`src/rtl/vfr_ctrl_pkg.sv`:
```
// ============================================================================
// Module   : vfr_ctrl_pkg
// Brief    : Shared types and constants for the VIP control packet decoder.
// Revision : 1.0 - initial release
// ============================================================================
`default_nettype none

package vfr_ctrl_pkg;

    typedef enum logic [1:0] {
        IDLE    = 2'd0,
        VIDEO   = 2'd1,
        CTRL    = 2'd2,
        DISCARD = 2'd3
    } vfr_state_t;

    localparam logic [3:0]  PKT_VIDEO    = 4'h0;
    localparam logic [3:0]  PKT_CTRL     = 4'hF;
    localparam int unsigned CTRL_SYMBOLS = 9;

endpackage

`default_nettype wire

```
`src/rtl/vfr_ctrl_symbol_capture.sv`:
```
// ============================================================================
// Module   : vfr_ctrl_symbol_capture
// Brief    : Symbol counter and 9-nibble shadow register for control payloads.
// Revision : 1.0 - initial release
// ============================================================================
`default_nettype none

module vfr_ctrl_symbol_capture
    import vfr_ctrl_pkg::*;
#(
    parameter int SYMBOLS_PER_BEAT = 3
) (
    input  logic                                 clk,
    input  logic                                 rst,
    input  logic                                 clear,
    input  logic                                 capture,
    input  logic [SYMBOLS_PER_BEAT-1:0][3:0]     nibbles,
    output logic [CTRL_SYMBOLS-1:0][3:0]         shadow_next,
    output logic                                 complete
);

    logic [3:0]                      r_count;
    logic [CTRL_SYMBOLS-1:0][3:0]    r_shadow;
    logic [4:0]                      w_sum;
    logic [3:0]                      w_count_next;
    logic [4:0]                      w_idx;

    always_comb begin
        w_sum        = {1'b0, r_count} + 5'(SYMBOLS_PER_BEAT);
        w_count_next = (w_sum > 5'(CTRL_SYMBOLS)) ? 4'(CTRL_SYMBOLS) : w_sum[3:0];
        complete     = (w_count_next == 4'(CTRL_SYMBOLS));
    end

    // Shadow contents as they will be once the current beat is captured, so the
    // eop beat's own symbols can be published in the same clock.
    always_comb begin
        shadow_next = r_shadow;
        w_idx       = '0;
        for (int i = 0; i < SYMBOLS_PER_BEAT; i++) begin
            w_idx = {1'b0, r_count} + 5'(i);
            if (w_idx < 5'(CTRL_SYMBOLS)) begin
                shadow_next[w_idx[3:0]] = nibbles[i];
            end
        end
    end

    always_ff @(posedge clk) begin
        if (rst) begin
            r_count  <= '0;
            r_shadow <= '0;
        end else if (clear) begin
            r_count  <= '0;
        end else if (capture) begin
            r_count  <= w_count_next;
            r_shadow <= shadow_next;
        end
    end

endmodule

`default_nettype wire

```
`src/rtl/vfr_control_packet_decoder.sv`:
```
// ============================================================================
// Module   : vfr_control_packet_decoder
// Brief    : Avalon-ST VIP sink decoder: extracts frame geometry from control
//            packets, forwards video packets (RL0), drops everything else.
//            Optional: VFR_CTRL_DEC_PASSTHRU_EN also forwards control packets.
// Revision : 1.0 - initial release
// ============================================================================
`default_nettype none

module vfr_control_packet_decoder
    import vfr_ctrl_pkg::*;
#(
    parameter int BITS_PER_SYMBOL  = 8,
    parameter int SYMBOLS_PER_BEAT = 3
) (
    input  logic                                      clk,
    input  logic                                      rst,
    output logic                                      din_ready,
    input  logic                                      din_valid,
    input  logic [BITS_PER_SYMBOL*SYMBOLS_PER_BEAT-1:0] din_data,
    input  logic                                      din_sop,
    input  logic                                      din_eop,
    input  logic                                      dout_ready,
    output logic                                      dout_valid,
    output logic [BITS_PER_SYMBOL*SYMBOLS_PER_BEAT-1:0] dout_data,
    output logic                                      dout_sop,
    output logic                                      dout_eop,
    output logic [15:0]                               width,
    output logic [15:0]                               height,
    output logic [3:0]                                interlaced,
    output logic                                      ctrl_valid,
    output logic                                      ctrl_error
);

    vfr_state_t                        r_state;
    vfr_state_t                        w_state_next;
    logic                              w_ready;
    logic                              w_fwd;
    logic                              w_ctrl_start;
    logic                              w_capture;
    logic                              w_valid_next;
    logic                              w_error_next;
    logic                              w_hdr_video;
    logic                              w_hdr_ctrl;
    logic                              w_pass_ctrl_hdr;
    logic                              w_complete;
    logic [SYMBOLS_PER_BEAT-1:0][3:0]  w_nibbles;
    logic [CTRL_SYMBOLS-1:0][3:0]      w_shadow_next;
    logic [15:0]                       r_width;
    logic [15:0]                       r_height;
    logic [3:0]                        r_interlaced;
    logic                              r_ctrl_valid;
    logic                              r_ctrl_error;

    genvar g;
    generate
        for (g = 0; g < SYMBOLS_PER_BEAT; g++) begin : g_sym
            assign w_nibbles[g] = din_data[g*BITS_PER_SYMBOL +: 4];
        end
    endgenerate

    assign w_hdr_video = din_sop && (din_data[3:0] == PKT_VIDEO);
    assign w_hdr_ctrl  = din_sop && (din_data[3:0] == PKT_CTRL);
`ifdef VFR_CTRL_DEC_PASSTHRU_EN
    assign w_pass_ctrl_hdr = w_hdr_ctrl;
`else
    assign w_pass_ctrl_hdr = 1'b0;
`endif

    vfr_ctrl_symbol_capture #(
        .SYMBOLS_PER_BEAT (SYMBOLS_PER_BEAT)
    ) u_capture (
        .clk         (clk),
        .rst         (rst),
        .clear       (w_ctrl_start),
        .capture     (w_capture),
        .nibbles     (w_nibbles),
        .shadow_next (w_shadow_next),
        .complete    (w_complete)
    );

    always_comb begin
        w_state_next = r_state;
        w_ready      = 1'b1;
        w_fwd        = 1'b0;
        w_ctrl_start = 1'b0;
        w_capture    = 1'b0;
        w_valid_next = 1'b0;
        w_error_next = 1'b0;
        case (r_state)
            IDLE: begin
                if (din_valid && (w_hdr_video || w_pass_ctrl_hdr)) begin
                    w_ready = dout_ready;
                    w_fwd   = 1'b1;
                end
                if (din_valid && w_ready && din_sop) begin
                    if (w_hdr_video) begin
                        if (!din_eop) w_state_next = VIDEO;
                    end else if (w_hdr_ctrl) begin
                        w_ctrl_start = 1'b1;
                        if (din_eop) w_error_next = 1'b1;
                        else         w_state_next = CTRL;
                    end else if (!din_eop) begin
                        w_state_next = DISCARD;
                    end
                end
            end
            VIDEO: begin
                w_ready = dout_ready;
                w_fwd   = 1'b1;
                if (din_valid && w_ready && din_eop) w_state_next = IDLE;
            end
            CTRL: begin
`ifdef VFR_CTRL_DEC_PASSTHRU_EN
                w_ready = dout_ready;
                w_fwd   = 1'b1;
`endif
                if (din_valid && w_ready) begin
                    w_capture = 1'b1;
                    if (din_eop) begin
                        w_state_next = IDLE;
                        if (w_complete) w_valid_next = 1'b1;
                        else            w_error_next = 1'b1;
                    end
                end
            end
            DISCARD: begin
                if (din_valid && din_eop) w_state_next = IDLE;
            end
            default: w_state_next = IDLE;
        endcase
    end

    always_ff @(posedge clk) begin
        if (rst) begin
            r_state      <= IDLE;
            r_width      <= '0;
            r_height     <= '0;
            r_interlaced <= '0;
            r_ctrl_valid <= 1'b0;
            r_ctrl_error <= 1'b0;
        end else begin
            r_state      <= w_state_next;
            r_ctrl_valid <= w_valid_next;
            r_ctrl_error <= w_error_next;
            // Slots 0..3 carry the width nibbles most-significant first.
            if (w_valid_next) begin
                r_width      <= {w_shadow_next[0], w_shadow_next[1], w_shadow_next[2], w_shadow_next[3]};
                r_height     <= {w_shadow_next[4], w_shadow_next[5], w_shadow_next[6], w_shadow_next[7]};
                r_interlaced <= w_shadow_next[8];
            end
        end
    end

    assign din_ready  = w_ready;
    assign dout_valid = w_fwd && din_valid && !rst;
    assign dout_data  = din_data;
    assign dout_sop   = din_sop;
    assign dout_eop   = din_eop;
    assign width      = r_width;
    assign height     = r_height;
    assign interlaced = r_interlaced;
    assign ctrl_valid = r_ctrl_valid;
    assign ctrl_error = r_ctrl_error;

endmodule

`default_nettype wire

```
`config.mk`:
```
export PLATFORM = sky130hd
export DESIGN_NAME = vfr_control_packet_decoder
export DESIGN_NICKNAME = d
export VERILOG_FILES = /design/src/rtl/vfr_ctrl_pkg.sv /design/src/rtl/vfr_ctrl_symbol_capture.sv /design/src/rtl/vfr_control_packet_decoder.sv
export SDC_FILE = /design/constraint.sdc
export NUM_CORES = 1
export LEC_CHECK = 0
export ABC_AREA = 1
export ABC_CLOCK_PERIOD_IN_PS = 2400
export BUFFER_PORTS_ARGS = -buffer_cell sky130_fd_sc_hd__buf_2
export CORE_AREA = 2 2 148 150
export DETAILED_ROUTE_END_ITERATION = 10
export DIE_AREA = 0 0 150 152
export PLACE_DENSITY_LB_ADDON = 0.3
export SLEW_MARGIN = 20
export SYNTH_ARGS = -nofsm -noshare
export SYNTH_HDL_FRONTEND = slang
export SYNTH_SLANG_ARGS = --single-unit
```
`constraint.sdc`:
```
create_clock -name clk -period 2.4 [get_ports clk]
set_input_delay 0.24 -clock clk [delete_from_list [all_inputs] [get_ports clk]]
set_output_delay 0.24 -clock clk [all_outputs]
set_load 0.005 [all_outputs]
```
Yosys cells after proc, flatten, opt, wreduce, memory -nomap -nowiden:

Index checks and enable logic that the tools add are counted.

* ROM bits: 0
* output and inout bits: 66
* bits in writable memories: 0
* latch bits: 0
* bits in registers: 80
* word-level logic and storage cells: 107
* memories: 0

* multiplexer cells: 47
* add/subtract/negate cells: 3
* equal/unequal tests: 11
* divide/modulo/power cells: 0
* $lt $le $gt $ge: 10
* bitwise logic cells: 1
* $mul: 0
* shift operators: 0
* reduce and logical (&&, ||, !) cells: 19

Operator list (count)
* 36-bit bitwise mux: 3
* 36-bit 2-to-1 mux: 3
* 4-bit demux with 4-bit select: 3
* 1-bit 2-to-1 mux: 20
* 2-bit 2-to-1 mux: 10
* 4-bit 2-to-1 mux: 4
* 4-bit by 5-bit less-than comparator with 1-bit output (second input constant): 3
* 1-bit logical AND: 13
* 4-bit by 1-bit >= comparator with 1-bit output (second input constant): 3
* 2-bit != test (second input constant): 6
* 4-bit by 2-bit adder with 5-bit output (second input constant): 2
* 5-bit by 4-bit less-than comparator with 1-bit output (second input constant): 2
* 4-bit == test (second input constant): 2
* 2-bit case mux with 4 select lines: 1
* 1-bit case mux with 2 select lines: 3
* 6-bit AND reduction: 1
* 4-bit by 1-bit adder with 5-bit output (second input constant): 1
* 5-bit by 4-bit greater-than comparator with 1-bit output (second input constant): 1
* 2-bit == test (second input constant): 2
* 4-bit zero test: 1
* 4-bit less-than comparator (second input constant): 1
* 2-bit by 1-bit == test with 1-bit output (second input constant): 1
* 2-bit zero test: 1
* 2-bit AND reduction: 1
* 3 further kinds: 3

Longest topological paths before layout:

* depth in word-level cells: 11
* gate-level depth with buffers: 16
* depth with buffers taken out: 13

Modules after synthesis:

A second synthesis with hierarchy kept.

* cell total of the unflattened synthesis: 853
* area, all modules: 5246.3 µm²

By module, submodules not included
* vfr_ctrl_symbol_capture: cells an instance 621, times used 1, area an instance 3477.1 µm²
* vfr_control_packet_decoder: cells an instance 232, times used 1, area an instance 1769.2 µm²

Worst setup path after synthesis:

OpenSTA, ideal clock, no wires.

* kind: reg-to-reg
* from: register u_capture.r_count[1]
* to: register r_height[13] (netlist: height[13])
* period minus slack after synthesis: 1960 ps
* cell stages (with the launch flop): 14
* data arrival time: 1849 ps
* setup slack: 440 ps
* data required time: 2288 ps
* library setup time: 112 ps
* path buffers: 3
* path through: dfxtp_1 -> inv_1 -> ha_1 -> buf_4 -> inv_2 -> nand3_1 -> nand3_1 -> nand2_2 -> nand2_2 -> nand3_2 -> buf_6 -> buf_2 -> nor2_1 -> nor2_1

* longest elaborated chain between the ends: 10
* elaborated cells on any way between the ends: 34
* classes of those cells: add/sub: 3; order compare: 10; eq/ne: 1; mux: 17; reduce/logical: 3

Ends and longest elaborated chain
* from (decl): line vfr_ctrl_symbol_capture.sv:22 `logic [3:0] r_count;`
* from (signal assigned): line vfr_ctrl_symbol_capture.sv:54 `r_count <= w_count_next;`
* parallel branches: the longest is 10 deep, another holds 4-bit by 1-bit adder with 5-bit output
* to (signal assigned): line vfr_control_packet_decoder.sv:149 `r_height <= {w_shadow_next[4], w_shadow_next[5], w_shadow_next[6], w_shadow_next[7]};`
* to (decl): line vfr_control_packet_decoder.sv:50 `logic [15:0] r_height;`

Parallel ways; which one is timed is not known.
A chain may end at the register's enable or synchronous reset.

Worst setup path in the final report:

* from: register u_capture.r_count[1]
* to: register r_height[9] (netlist: height[9])

Same word-level chain as after synthesis.

==> impl_metrics.ini <==
[power]
p_leak_nw = 3.22
ir_drop_v = 0.000248
power_density_nw_per_um2 = 559

[timing]
setup_tns_ns = 0
post-route-period-util = 0.865
period_minus_slack_ns = 2.08
skew_ns = 0.0130
hold_slack_ns = 0.178
max_slew_margin = 0.607
setup_viol_count_final = 0
final_hold_viol_count = 0
tightest_slew_ns = 0.590
fmax_ghz = 0.482
rsz0062_at_grt = false
drv_slew = 0

[floorplanning]
core_um2 = 21400
die_h_um = 152
dieArea_um2 = 22800
die_w_um = 150
rows = 54
initial_utilization = 0.244
io_pins = 96

[cts]
cts_setup_buffers = 0
cts_tree = done
path_clk_slew_ns = 0.07
htreeDepth = 3
clkSinkCount = 80
clock_path_buffers = 2
root_buffer = clkbuf_16
cts_buffers = 9
clkLatencyLatePin_ns = 0.36

[synthesis]
avgSynthCellArea_um2 = 6.11
syn_area_um2 = 5210
synth_top_area_share = 0.307
ys_warn_count = 0
ys_seq_area_frac = 0.307
yosysMostFrequentCell = nand2_1
synth_edf_count = 0
yosysUniqueCellTypes = 32
synth_area_leaders = dfxtp_1 31%, nand2_1 17%, inv_1 9.6%, nor2_1 6.2%, o21ai_0 5.7%
ys_ff_latch = 80
syn_inst = 852
synth-async-reset-ratio = 0
syn_nets = 890
ys.flop_type = dfxtp_1
synth_top_cell_by_area = dfxtp_1
synth_commonest_cells = 240 x nand2_1, 133 x inv_1, 86 x nor2_1, 80 x dfxtp_1, 59 x o21ai_0

[detailed_routing]
drt-initial-drc-count = 397
drt-total-wl_um = 17100
vias = 5157
first_pass_iters = 5
via_per_inst = 4.39
drc = 0
routedWlPerCell_um = 14.5
ant_nets = 0

[final_layout]
syn_to_final_growth_pct = 14.4
fillers = 2476
insertedDiodeCount = 0
fin_nets = 927
post_route_cells_drive_above_1_share = 0.147
seq_area_um2 = 1600
multiInputGateArea_um2 = 2690

[place]
dp_hpwl_um = 12100
io_buffer_count = 71
gp_congestion = 0.879

[global_routing]
first_global_vias = 4582
grt_start_max_net_pins = 51
grt_overflow = 0
grt_pass1_wl_um = 26600
antenna_found_initial = 0
grt_usage = 0.152

[setup_path]
endpoint_kind = register
path_max_fanout = 10
path_cells = ha_2 -> inv_1 -> nand2_1 -> nand2_1 -> inv_1 -> nand2_2 -> nor2_2 -> inv_1 -> nand2_1 -> nand3_1 -> nand2_1 -> nor2_1 -> nor2_1
critPathRequiredTime_ns = 2.70
crit_family = simple AND/OR/NAND/NOR gates
arrival_ns = 2.37
critPathBufInv = 3
crit_top_cell = nand2_1
crit_type = reg -> reg
cp-start-kind = register
slowest_stage = dfxtp_2
worst_path_largest_cell_delay_ns = 0.42

[run]
max-cap-violations = 0

[hold_path]
hp-class = in -> reg

[outcome]
status = finished clean
[registers in the layout, summed over array words and instances, names as in the netlist]
signal / count
r_state: 2
width: 16
u_capture.r_shadow: 36
interlaced: 4
ctrl_error: 1
ctrl_valid: 1
height: 16
u_capture.r_count: 4
[report_power, final]
part	switching, mW	internal [mW]
logic	0.337	0.147
clock network	0.650	0.820
registers	0.0181	1.36
total	1.00	2.33
[final cells by class]
| class | count | area share |
|---|---|---|
| Clock buffer | 9 | 0.0378 |
| Tap cell | 280 | 0.0588 |
| Sequential cell | 80 | 0.269 |
| Timing Repair Buffer | 85 | 0.0794 |
| Inverter | 142 | 0.0899 |
| Clock inverter | 7 | 0.0134 |
| Multi-Input combinational cell | 571 | 0.452 |
[per-layer routing]
layer	vias to the layer above	wire length, um	track usage
met5	-	0	0
met3	24	1280	0.0384
met1	2255	8330	0.219
li1	2706	-	-
met2	172	7100	0.220
met4	0	356	0.0458
[final timing paths]
path | startpoint | endpoint | slack [ns] | depth (start not counted)
setup reg to reg | u_capture.r_count[1] | height[9] | 0.32 | 13
setup / recovery | u_capture.r_count[1] | height[9] | 0.32 | 13
hold / removal | din_eop | ctrl_error | 0.18 | 3
hold reg to reg | width[5] | width[5] | 0.47 | 2
[worst reg2reg max path: stages, from the launching register on]
cell and delay, ns:
dfxtp_2 0.42, ha_2 0.35, inv_1 0.10, nand2_1 0.07, nand2_1 0.12, inv_1 0.11
nand2_2 0.11, nor2_2 0.21, inv_1 0.12, nand2_1 0.07, nand3_1 0.07, nand2_1 0.12
nor2_1 0.06, nor2_1 0.08
[kinds of logic (layout without fill, tap and decap cells)]
family / Yosys count / after routing / synth area share
buffers and inverters: 201 / 243 / 0.176
and+or+nand+nor: 416 / 416 / 0.336
AOI/OAI and AO/OA: 147 / 147 / 0.161
DFF: 80 / 80 / 0.307
adders and majority gates: 8 / 8 / 0.0192
[per-stage QoR]
step	std cells	area (um2)	power (mW)	util	setup WS, ns
after floorplan	852	5210	1.75	-	0.440
after global placement	1158	5650	1.89	0.265	0.113
after detailed placement	1158	5650	1.89	0.265	0.133
after CTS	1174	5950	3.37	0.279	0.108
after global routing	1174	5960	3.49	0.279	0.0433
final	1174	5960	3.33	0.279	0.324
[layout by cell type (no fill, tap or decap), types with 4 or more instances in the layout]
cell type / instances
a21oi_1: 38
buf_2: 71
buf_4: 13
clkbuf_16: 9
dfxtp_1: 79
ha_1: 7
inv_1: 133
inv_2: 7
nand2_1: 240
nand2_2: 8
nand3_1: 58
nand4_1: 11
nor2_1: 86
nor2_2: 4
o211ai_1: 10
o21ai_0: 59
o21ai_1: 11
o21bai_1: 18
[repair_timing]
action	in CTS	in global routing
gates resized for setup	0	2
endpoints found under the setup margin	0	49
hold buffers	0	0
(Power assumes the default switching activity.)
